===== config.mk =====
export PLATFORM = sky130hd
export DESIGN_NAME = alarm_ringer
export DESIGN_NICKNAME = d
export VERILOG_FILES = /design/src/rtl/clock_pkg.sv /design/src/rtl/ms_tick_gen.sv /design/src/rtl/alarm_ringer.sv
export SDC_FILE = /design/constraint.sdc
export NUM_CORES = 1
export LEC_CHECK = 0
export ABC_AREA = 1
export CORE_AREA = 2 2 181 183
export CTS_CLUSTER_SIZE = 24
export DETAILED_ROUTE_END_ITERATION = 12
export DIE_AREA = 0 0 183 185
export DONT_BUFFER_PORTS = 1
export SYNTH_ARGS = -nofsm -noshare
export SYNTH_HDL_FRONTEND = slang
export SYNTH_SLANG_ARGS = --single-unit

===== constraint.sdc =====
create_clock -name clk -period 2.55 [get_ports clk]
set_input_delay 0.255 -clock clk [delete_from_list [all_inputs] [get_ports clk]]
set_output_delay 0.255 -clock clk [all_outputs]
set_load 0.02 [all_outputs]

===== src/rtl/clock_pkg.sv =====
// clock_pkg: shared alarm FSM state encodings and the 1 ms divide helper
package clock_pkg;
  typedef enum logic [1:0] {IDLE = 2'd0, RINGING = 2'd1, SNOOZE = 2'd2} state_t;
  function automatic int ms_div(input int clk_hz);
    return clk_hz / 1000;
  endfunction
endpackage


===== src/rtl/ms_tick_gen.sv =====
// ms_tick_gen: free-running 1 ms tick divider, restartable by clr
module ms_tick_gen #(
  parameter int DIV = 100000
) (
  input  logic clk,
  input  logic rst,
  input  logic clr,
  output logic tick
);
  logic [31:0] cnt_q, cnt_d;
  assign tick = cnt_q == 32'(DIV - 1);
  // next count: restart on clear or wrap after the tick cycle
  always_comb cnt_d = (clr || tick) ? '0 : cnt_q + 32'd1;
  // count register
  always_ff @(posedge clk) cnt_q <= rst ? '0 : cnt_d;
endmodule


===== src/rtl/alarm_ringer.sv =====
// alarm_ringer: beeping alarm with timeout; snooze support under macro ALARM_SNOOZE_EN
module alarm_ringer
  import clock_pkg::*;
#(
  parameter int CLK_HZ      = 100_000_000,
  parameter int TONE_HZ     = 2000,
  parameter int BEEP_ON_MS  = 500,
  parameter int BEEP_OFF_MS = 500,
  parameter int TIMEOUT_MS  = 60000,
  parameter int SNOOZE_MS   = 300000
) (
  input  logic clk,
  input  logic rst,
  input  logic ring,
  input  logic stop_btn,
  input  logic snooze_btn,
  output logic buzzer,
  output logic active,
  output logic snoozing
);
  localparam int HALF = CLK_HZ / (2 * TONE_HZ);
  localparam int PER  = BEEP_ON_MS + BEEP_OFF_MS;
  state_t state_q, state_d;
  logic ring_q, tick, entry, trigger, timeout, snooze_req, snooze_done;
  logic [31:0] elapsed_q, elapsed_d, period_q, period_d, tone_cnt_q, tone_cnt_d;
  logic tone_q, tone_d, buzzer_q, buzzer_d, active_q, active_d;
  assign trigger = ring & ~ring_q;
  assign entry   = state_d != state_q;
  assign timeout = tick && elapsed_q == 32'(TIMEOUT_MS - 1);
`ifdef ALARM_SNOOZE_EN
  logic snoozing_q, snoozing_d;
  assign snooze_req  = snooze_btn;
  assign snooze_done = tick && elapsed_q == 32'(SNOOZE_MS - 1);
  assign snoozing    = snoozing_q;
  // snooze indicator follows the state register
  always_comb snoozing_d = state_d == SNOOZE;
  // snooze indicator register
  always_ff @(posedge clk) snoozing_q <= rst ? 1'b0 : snoozing_d;
`else
  logic unused_snooze;
  assign unused_snooze = snooze_btn ^ (SNOOZE_MS == 0);
  assign snooze_req    = 1'b0;
  assign snooze_done   = 1'b0;
  assign snoozing      = 1'b0;
`endif
  ms_tick_gen #(.DIV(ms_div(CLK_HZ))) u_tick (
    .clk (clk),
    .rst (rst),
    .clr (entry),
    .tick(tick)
  );
  // next state: stop beats snooze beats timeout/expiry beats trigger
  always_comb begin
    state_d = state_q;
    case (state_q)
      IDLE:    state_d = trigger ? RINGING : IDLE;
      RINGING: state_d = stop_btn ? IDLE : snooze_req ? SNOOZE : timeout ? IDLE : RINGING;
      SNOOZE:  state_d = stop_btn ? IDLE : (trigger || snooze_done) ? RINGING : SNOOZE;
      default: state_d = IDLE;
    endcase
  end
  // ms timers and tone generator, all restarted on every state entry
  always_comb begin
    elapsed_d  = entry ? '0 : elapsed_q + 32'(tick);
    period_d   = entry ? '0 : !tick ? period_q : period_q == 32'(PER - 1) ? '0 : period_q + 32'd1;
    tone_cnt_d = (entry || state_q != RINGING || tone_cnt_q == 32'(HALF - 1)) ? '0 : tone_cnt_q + 32'd1;
    tone_d     = (entry || state_q != RINGING) ? 1'b0 : tone_cnt_q == 32'(HALF - 1) ? ~tone_q : tone_q;
    buzzer_d   = tone_q && period_q < 32'(BEEP_ON_MS) && state_q == RINGING;
    active_d   = state_d == RINGING;
  end
  // state, history and output registers; ring history resets high so a held ring cannot trigger
  always_ff @(posedge clk) begin
    if (rst) begin
      state_q    <= IDLE;
      ring_q     <= 1'b1;
      elapsed_q  <= '0;
      period_q   <= '0;
      tone_cnt_q <= '0;
      tone_q     <= 1'b0;
      buzzer_q   <= 1'b0;
      active_q   <= 1'b0;
    end else begin
      state_q    <= state_d;
      ring_q     <= ring;
      elapsed_q  <= elapsed_d;
      period_q   <= period_d;
      tone_cnt_q <= tone_cnt_d;
      tone_q     <= tone_d;
      buzzer_q   <= buzzer_d;
      active_q   <= active_d;
    end
  end
  assign buzzer = buzzer_q;
  assign active = active_q;
endmodule


==> results of run 1 <==
-- final timing paths --
kind                          end            start  slack, ps  cells past startpoint
hold / removal             tone_q         stop_btn         80                      3
setup reg to reg    elapsed_q[30]  u_tick.cnt_q[0]        240                     15
setup / recovery    elapsed_q[30]  u_tick.cnt_q[0]        240                     15
hold reg to reg   u_tick.cnt_q[0]  u_tick.cnt_q[0]        450                      1
-- what timing repair did --
item                                    in CTS  in global routing
resized for setup                            0                  5
endpoints found under the hold margin        5                  0
buffers inserted                             0                  0
endpoints found under the setup margin       0                  5
hold buffers                                 3                  0
-- worst register-to-register path: cells and delay by family (launching register included) --
family / cells / cell delay [ps]
xor gates and xnor gates: 1 / 120
adders and majority gates: 3 / 630
buffers and inverters: 2 / 150
DFF: 1 / 350
and+or+nand+nor: 9 / 960
-- per-layer routing --
layer  part of all wire (%)  up-vias  routed length, um  global-route usage, %
met5                      0        -                  0                      0
met4                    2.1        0                397                   4.74
met3                    3.8       31                707                   2.10
met2                     46      146               8520                   19.2
met1                     49     3269               9100                   15.0
li1                       -     3866                  -                      -
-- report_power, final --
part           internal, uW  switching (uW)  total, uW
Clock                  1670             996       2670
Sequential             2100            4.40       2100
Combinational          19.0            53.4       72.4
Total                  3790            1050       4840
-- Yosys cell counts, types with 2 or more instances --
cell type	n	area share, %
ha_1	5	0.80
buf_4	2	0.19
nand2_2	3	0.24
buf_6	9	1.3
inv_1	179	8.6
nand3_1	61	3.9
nor2_4	2	0.29
nor2_1	336	16
nor3_1	62	4.0
nand3_2	2	0.26
nor2_2	4	0.32
xnor2_1	33	3.7
nand3b_1	9	0.86
dfxtp_1	134	34
nand4_1	14	1.1
xor2_1	62	6.9
o21ai_0	15	0.96
nand2_1	309	15
buf_2	6	0.38
a21oi_1	8	0.51
inv_2	2	0.096
-- sequential cells by signal, summed over array words and instances, names as in the netlist --
register / count
period_q: 32
ring_q: 1
buzzer: 1
elapsed_q: 32
tone_q: 1
active: 1
u_tick.cnt_q: 32
state_q: 2
tone_cnt_q: 32
-- stage by stage --
stage                     cells  worst slack [ps]
final                      1702               245
after CTS                  1702               161
after floorplan            1263               240
after detailed placement   1667               161
after global placement     1667               182
after global routing       1702              17.5
-- area by class of cell --
type                            count  area (um2)
Clock buffer                       18         439
Clock inverter                     14         198
Fill cell                        3578       23000
Inverter                          181         679
Multi-Input combinational cell    930        4340
Sequential cell                   134        2680
Tap cell                          408         510
Timing Repair Buffer               17         148
-- cell families (layout without fill, tap and decap cells) --
kind of cell,after synthesis,after routing,share of synthesized area (%)
and+or+nand+nor,806,806,42.2
buffers and inverters,199,230,10.6
DFF,134,134,34.2
xor gates and xnor gates,95,95,10.6
AOI/OAI and AO/OA,23,23,1.47
adders and majority gates,5,5,0.799
other,1,1,0.0479
==> flow_metrics.py, run 1 <==
metrics = {
    "clock_tree": {
        "cts_tree": "yes",
        "clock-sinks": 134,
        "cts-root-buf": "clkbuf_16",
        "htree_levels": 4,
        "cts_inserted_buffers": 17,
        "cts_buffer_depth": 2,
        "clk_pin_slew_ps": 60,
        "insertion_delay_ps": 430,
    },
    "worst_setup_path": {
        "end_kind": "register",
        "max_stage_delay_ps": 350,
        "cp_max_fo": 3,
        "cp.arrival_ps": 2620,
        "required_ps": 2860,
        "cp_cell_sequence": "ha_1, nand3_2, nor2_1, nand2_1, nor2_4, ha_2, ha_1, nand2_1, nor2_2, inv_1, nor2_1, nand2_1, xnor2_1, inv_1, nor2_1",
        "critPathBufInv": 2,
        "critPathKind": "register to register",
        "crit_family": "simple AND/OR/NAND/NOR gates",
        "crit_path_start_kind": "register",
        "crit_slowest_cell": "dfxtp_1",
    },
    "layout": {
        "final_area_mm2": 0.00900,
        "syn_to_final_growth_pct": 14.8,
        "fin_util_pct": 28.1,
        "drive_above_1_share_pct": 5.10,
        "diodes": 0,
        "final_common_cell": "nor2_1",
        "design.final.nets": 1291,
        "mostFrequentLayoutCells": "nor2_1 (334), nand2_1 (309), inv_1 (179)",
    },
    "floorplan": {
        "die_area_mm2": 0.0339,
        "io-pin-count": 8,
        "row_count": 66,
        "die_x_um": 183,
        "coreArea_mm2": 0.0320,
        "die_h_um": 185,
        "start_util_pct": 24.4,
    },
    "grt": {
        "grt_pass1_wl_um": 32300,
        "grt_usage_pct": 11.6,
        "grt_pass1_vias": 6942,
        "grt_max_degree": 48,
        "antenna_found_initial": 0,
        "grt_overflow": 0,
    },
    "sta": {
        "hold_ws_ps": 76.4,
        "fmax_mhz": 434,
        "finalMaxSlewViolations": 0,
        "fin_crit_sh_pct": 90.4,
        "fin_worst_skew_ps": 9.02,
        "tns_ps": 0,
        "finalCriticalPeriod_ps": 2310,
        "setup_viol": 0,
        "rsz0062_at_grt": "false",
        "finalHoldViolations": 0,
    },
    "run": {
        "maxCapViolCount": 0,
    },
    "synth": {
        "ys_seq_area_share_pct": 34.2,
        "synth_cell_types": 27,
        "syn-instance-count": 1263,
        "async_flop_share_pct": 0,
        "synth_edf_count": 0,
        "synth_seq_cells": 134,
        "syn-num-nets": 1273,
        "netlist_area_mm2": 0.00783,
        "synth_flop_cell": "dfxtp_1",
        "avgSynthCellArea_um2": 6.20,
        "ys_warn_count": 0,
    },
    "min_path": {
        "hold_class": "input port to register",
    },
    "placed_design": {
        "place_area_mm2": 0.00831,
        "globalplace.congestion": 0.906,
        "numPortBuffers": 0,
        "hpwl_um": 14000,
    },
    "status": {
        "status": "complete, no violations",
    },
    "detailed_routing": {
        "first_pass_iters": 5,
        "wl_per_cell_um": 11.0,
        "vias_per_cell": 4.30,
        "num_vias": 7312,
        "first_iter_violations": 484,
        "routed_wl_um": 18700,
        "ant_nets": 0,
        "route.detailed.drc": 0,
    },
    "power": {
        "peakVddDrop_uv": 461,
        "p_per_area_mw_per_mm2": 538,
        "finalPower_uw": 4840,
        "power.leakage_uw": 0.00306,
    },
}
(Power assumes the default switching activity.)
==> inputs of run 2 (changes only) <==
- CAP_MARGIN: not set -> 15
- CTS_BUF_LIST: not set -> sky130_fd_sc_hd__clkbuf_8
- DONT_BUFFER_PORTS: 1 -> not set
==> flow_metrics.py, run 2 (synthesis gave the netlist of run 1 again) <==
metrics = {
    "sta": {
        "fmax_mhz": 439,
        "fin_worst_skew_ps": 12.0,
        "finalMaxSlewViolations": 0,
        "hold_ws_ps": 424,
        "setup_viol": 0,
        "rsz0062_at_grt": "false",
        "tns_ps": 0,
        "finalCriticalPeriod_ps": 2280,
        "fin_crit_sh_pct": 89.3,
        "finalHoldViolations": 0,
    },
    "worst_setup_path": {
        "end_kind": "register",
        "max_stage_delay_ps": 360,
        "r2r_start": "u_tick.cnt_q[0]",
        "cp_max_fo": 3,
        "cp.arrival_ps": 2670,
        "crit_slowest_cell": "dfxtp_1",
        "r2r.worst_path.cells": 14,
        "cp_cell_sequence": "ha_2, nand3_2, nor2_1, nand2_1, nor2_4, ha_2, ha_1, nand2_1, nor2_2, inv_1, nor3_1, xor2_1, inv_1, nor2_1",
        "required_ps": 2950,
        "crit_path_start_kind": "register",
        "rrSetupSlack_ps": 270,
        "rr_endpoint": "elapsed_q[22]",
        "critPathKind": "register to register",
    },
    "status": {
        "status": "complete, no violations",
    },
    "detailed_routing": {
        "routed_wl_um": 18500,
        "first_iter_violations": 600,
        "vias_per_cell": 4.31,
        "wl_per_cell_um": 10.9,
        "ant_nets": 0,
        "num_vias": 7340,
        "first_pass_iters": 5,
        "route.detailed.drc": 0,
    },
    "floorplan": {
        "coreArea_mm2": 0.0320,
        "die_x_um": 183,
        "start_util_pct": 24.4,
        "die_area_mm2": 0.0339,
        "row_count": 66,
        "die_h_um": 185,
        "io-pin-count": 8,
    },
    "placed_design": {
        "place_area_mm2": 0.00839,
        "numPortBuffers": 5,
        "globalplace.congestion": 0.949,
        "hpwl_um": 14200,
    },
    "layout": {
        "final_area_mm2": 0.00879,
        "mostFrequentLayoutCells": "nor2_1 (333), nand2_1 (309), inv_1 (182)",
        "drive_above_1_share_pct": 4.87,
        "fin_util_pct": 27.4,
        "fillers": 3583,
        "design.final.nets": 1292,
        "final_common_cell": "nor2_1",
        "diodes": 0,
        "syn_to_final_growth_pct": 12.2,
    },
    "clock_tree": {
        "cts_buffer_depth": 2,
        "cts_inserted_buffers": 17,
        "clk_pin_slew_ps": 70,
        "insertion_delay_ps": 460,
        "cts_tree": "yes",
        "holdBufCountCts": 0,
        "htree_levels": 4,
        "clock-sinks": 134,
        "cts-root-buf": "clkbuf_8",
    },
    "grt": {
        "grt_usage_pct": 11.5,
        "grt_overflow": 0,
        "grt_max_degree": 33,
        "grt_pass1_vias": 7016,
        "antenna_found_initial": 0,
        "grt_pass1_wl_um": 32100,
    },
    "min_path": {
        "min-delay-start": "ring",
        "min_to": "ring_q",
        "min_delay_path_depth": 3,
        "hold_class": "input port to register",
    },
    "power": {
        "p_per_area_mw_per_mm2": 446,
        "peakVddDrop_uv": 306,
        "power.leakage_uw": 0.00298,
    },
    "run": {
        "maxCapViolCount": 0,
    },
}
run 2: worst max path at each step:
stage	startpoint	end	slack, ps
2_1_floorplan	u_tick.cnt_q[0]	elapsed_q[22]	240
3_3_place_gp	u_tick.cnt_q[0]	elapsed_q[21]	210
3_5_place_dp	u_tick.cnt_q[0]	elapsed_q[21]	160
4_1_cts	u_tick.cnt_q[0]	elapsed_q[21]	140
5_1_grt	u_tick.cnt_q[15]	elapsed_q[30]	6
6_report	u_tick.cnt_q[0]	elapsed_q[22]	270
run 2: critical path, delay by kind of cell, from the launching register on:
family | cells | cell delay (ps)
xor+xnor | 1 | 160
buf+inv | 2 | 130
flops | 1 | 360
fa+ha+maj | 3 | 620
simple gates | 8 | 960
run 2: per-stage QoR:
| step | total power, uW | setup slack [ps] | cells |
|---|---|---|---|
| 6_report | 3920 | 274 | 1702 |
| 3_5_place_dp | 2240 | 161 | 1671 |
| 5_1_grt | 4060 | 6.22 | 1702 |
| 4_1_cts | 3970 | 139 | 1702 |
| 3_3_place_gp | 2240 | 212 | 1671 |
| 2_1_floorplan | 2220 | 240 | 1263 |
run 2: what timing repair did:
item / 4_1_cts / 5_1_grt
endpoints found under the hold margin: 0 / 0
setup buffers: 0 / 0
setup endpoints to repair: 0 / 6
resized for setup: 0 / 7
run 2: layout make-up:
class | count | area, um2 | share of cell area (%)
sequential | 134 | 2680 | 30.5
inverter | 181 | 679 | 7.73
clock buffer | 19 | 262 | 2.98
clock inverter | 12 | 114 | 1.30
timing repair buffer | 18 | 198 | 2.25
tap | 408 | 510 | 5.81
multi-input combinational | 930 | 4340 | 49.4
run 2: routing by layer:
layer	up-vias	GRT usage (%)	wire, um
met2	157	19.5	8290
met5	-	0	0
met1	3267	14.4	8910
met4	0	5.22	581
met3	45	1.83	721
li1	3871	-	-
run 2: report_power, final:
| part | leakage (uW) | internal [uW] | total, uW | switching (uW) |
|---|---|---|---|---|
| clock network | 0.000197 | 895 | 1730 | 836 |
| registers | 0.00108 | 2100 | 2100 | 3.95 |
| logic | 0.00170 | 28.9 | 85.4 | 56.5 |
==> inputs of run 3 (changes only) <==
- clock period: 2.55 -> 2.6 ns (I/O delays scaled with it)
==> flow_metrics.py, run 3 (synthesis gave the netlist of run 1 again) <==
metrics = {
    "sta": {
        "finalCriticalPeriod_ps": 2290,
        "setup_viol": 0,
        "finalHoldViolations": 0,
        "finalMaxSlewViolations": 0,
        "worst_pin_slew_ps": 647,
        "slew_headroom_pct": 56.8,
        "fin_crit_sh_pct": 88.2,
        "fin_worst_skew_ps": 17.9,
        "rsz0062_at_grt": "false",
        "tns_ps": 0,
        "fmax_mhz": 436,
    },
    "power": {
        "combPwrFrac_pct": 1.9,
        "power.leakage_uw": 0.00295,
        "p_seq_share_pct": 54.3,
        "p_per_area_mw_per_mm2": 435,
        "power.net_switching_uw": 880,
        "swShare_pct": 23.2,
        "internal-power_uw": 2910,
        "pwr-share-clk_pct": 43.8,
        "peakVddDrop_uv": 294,
    },
    "layout": {
        "fillers": 3582,
        "mostFrequentLayoutCells": "nor2_1 (333), nand2_1 (309), inv_1 (181)",
        "finalNonFillerCells": 1699,
        "design.final.nets": 1289,
        "drive_above_1_share_pct": 4.57,
        "syn_to_final_growth_pct": 11.4,
        "regArea_mm2": 0.00268,
        "multi_input_area_mm2": 0.00434,
        "final_common_cell": "nor2_1",
        "diodes": 0,
    },
    "min_path": {
        "min-delay-start": "ring",
        "min_to": "ring_q",
        "hold_class": "input port to register",
        "min_delay_path_depth": 3,
    },
    "floorplan": {
        "die_area_mm2": 0.0339,
        "row_count": 66,
        "io-pin-count": 8,
        "die_x_um": 183,
        "start_util_pct": 24.4,
        "coreArea_mm2": 0.0320,
        "die_h_um": 185,
    },
    "grt": {
        "grt_usage_pct": 11.3,
        "grt_max_degree": 65,
        "grt_overflow": 0,
        "antenna_found_initial": 0,
        "grt_pass1_vias": 6852,
        "grt_pass1_wl_um": 31400,
    },
    "worst_setup_path": {
        "rrSetupSlack_ps": 310,
        "r2r_start": "u_tick.cnt_q[0]",
        "cp_max_fo": 3,
        "rr_endpoint": "elapsed_q[30]",
        "end_kind": "register",
        "required_ps": 3010,
        "critPathKind": "register to register",
        "cp.arrival_ps": 2700,
        "crit_path_start_kind": "register",
        "r2r.worst_path.cells": 15,
    },
    "clock_tree": {
        "cts-root-buf": "clkbuf_8",
        "clk_pin_slew_ps": 80,
        "cts_buffer_depth": 2,
        "clock-sinks": 134,
        "holdBufCountCts": 0,
        "insertion_delay_ps": 470,
        "htree_levels": 4,
        "cts_inserted_buffers": 17,
        "cts_tree": "yes",
    },
    "placed_design": {
        "numPortBuffers": 5,
        "placed_cells": 1668,
        "globalplace.congestion": 0.889,
        "hpwl_um": 13700,
    },
    "detailed_routing": {
        "routed_wl_um": 18200,
        "vias_per_cell": 4.27,
        "ant_nets": 0,
        "first_iter_violations": 638,
        "num_vias": 7250,
        "wl_per_cell_um": 10.7,
        "first_pass_iters": 5,
        "route.detailed.drc": 0,
    },
    "status": {
        "status": "complete, no violations",
    },
    "run": {
        "maxCapViolCount": 0,
    },
}
-- run 3: power groups by stage --
stage | Sequential, uW | Combinational (uW) | Clock [uW]
3_5_place_dp | 2110 | 75.2 | 0
3_3_place_gp | 2110 | 75.0 | 0
6_report | 2060 | 73.1 | 1660
5_1_grt | 2060 | 82.0 | 1800
4_1_cts | 2060 | 75.2 | 1710
2_1_floorplan | 2110 | 66.7 | 0
-- run 3: final cells by class --
cell class                      count  area share, %
Clock buffer                       21           3.31
Clock inverter                     10          0.932
Inverter                          181           7.78
Multi-Input combinational cell    930           49.7
Sequential cell                   134           30.7
Tap cell                          408           5.85
Timing Repair Buffer               15           1.72
-- run 3: critical path, cell delays in order (launching register included) --
cell	delay, ps
dfxtp_1	360
ha_2	220
nand3_2	80
nor2_1	110
nand2_1	90
nor2_4	140
ha_1	210
ha_1	180
nand2_1	80
nor2_2	140
inv_1	80
nor2_1	180
nand2_1	90
xnor2_1	130
inv_1	50
nor2_1	80
-- run 3: timing repair --
| action | CTS | global route |
|---|---|---|
| buffers inserted | 0 | 0 |
| gates resized for setup | 0 | 5 |
| hold endpoints to repair | 0 | 0 |
| setup endpoints to repair | 0 | 5 |
-- run 3: worst max path at each step --
stage                          from  slack [ps]          endpoint
floorplan           u_tick.cnt_q[0]         290     elapsed_q[22]
global placement    u_tick.cnt_q[0]         200     elapsed_q[30]
detailed placement             ring         180  u_tick.cnt_q[13]
CTS                 u_tick.cnt_q[0]         200     elapsed_q[30]
global route        u_tick.cnt_q[0]          10     elapsed_q[30]
finish              u_tick.cnt_q[0]         310     elapsed_q[30]
-- run 3: layer usage --
metal,up-vias,part of all wire (%),global-route usage (%)
met5,-,0,0
met1,3228,49,14.2
met2,122,45,18.9
met4,0,3.1,4.93
li1,3857,-,-
met3,43,3.3,2.08
-- run 3: metrics by stage --
stage          area, um2  utilization (%)  worst slack [ps]  hold slack (ps)  power [uW]
6_report            8730             27.2               307              440        3790
5_1_grt             8730             27.2              9.71              456        3940
4_1_cts             8710             27.2               203              434        3850
3_5_place_dp        8340             26.0               184              446        2180
3_3_place_gp        8340             26.0               201              429        2180
2_1_floorplan       7830                -               290              329        2180
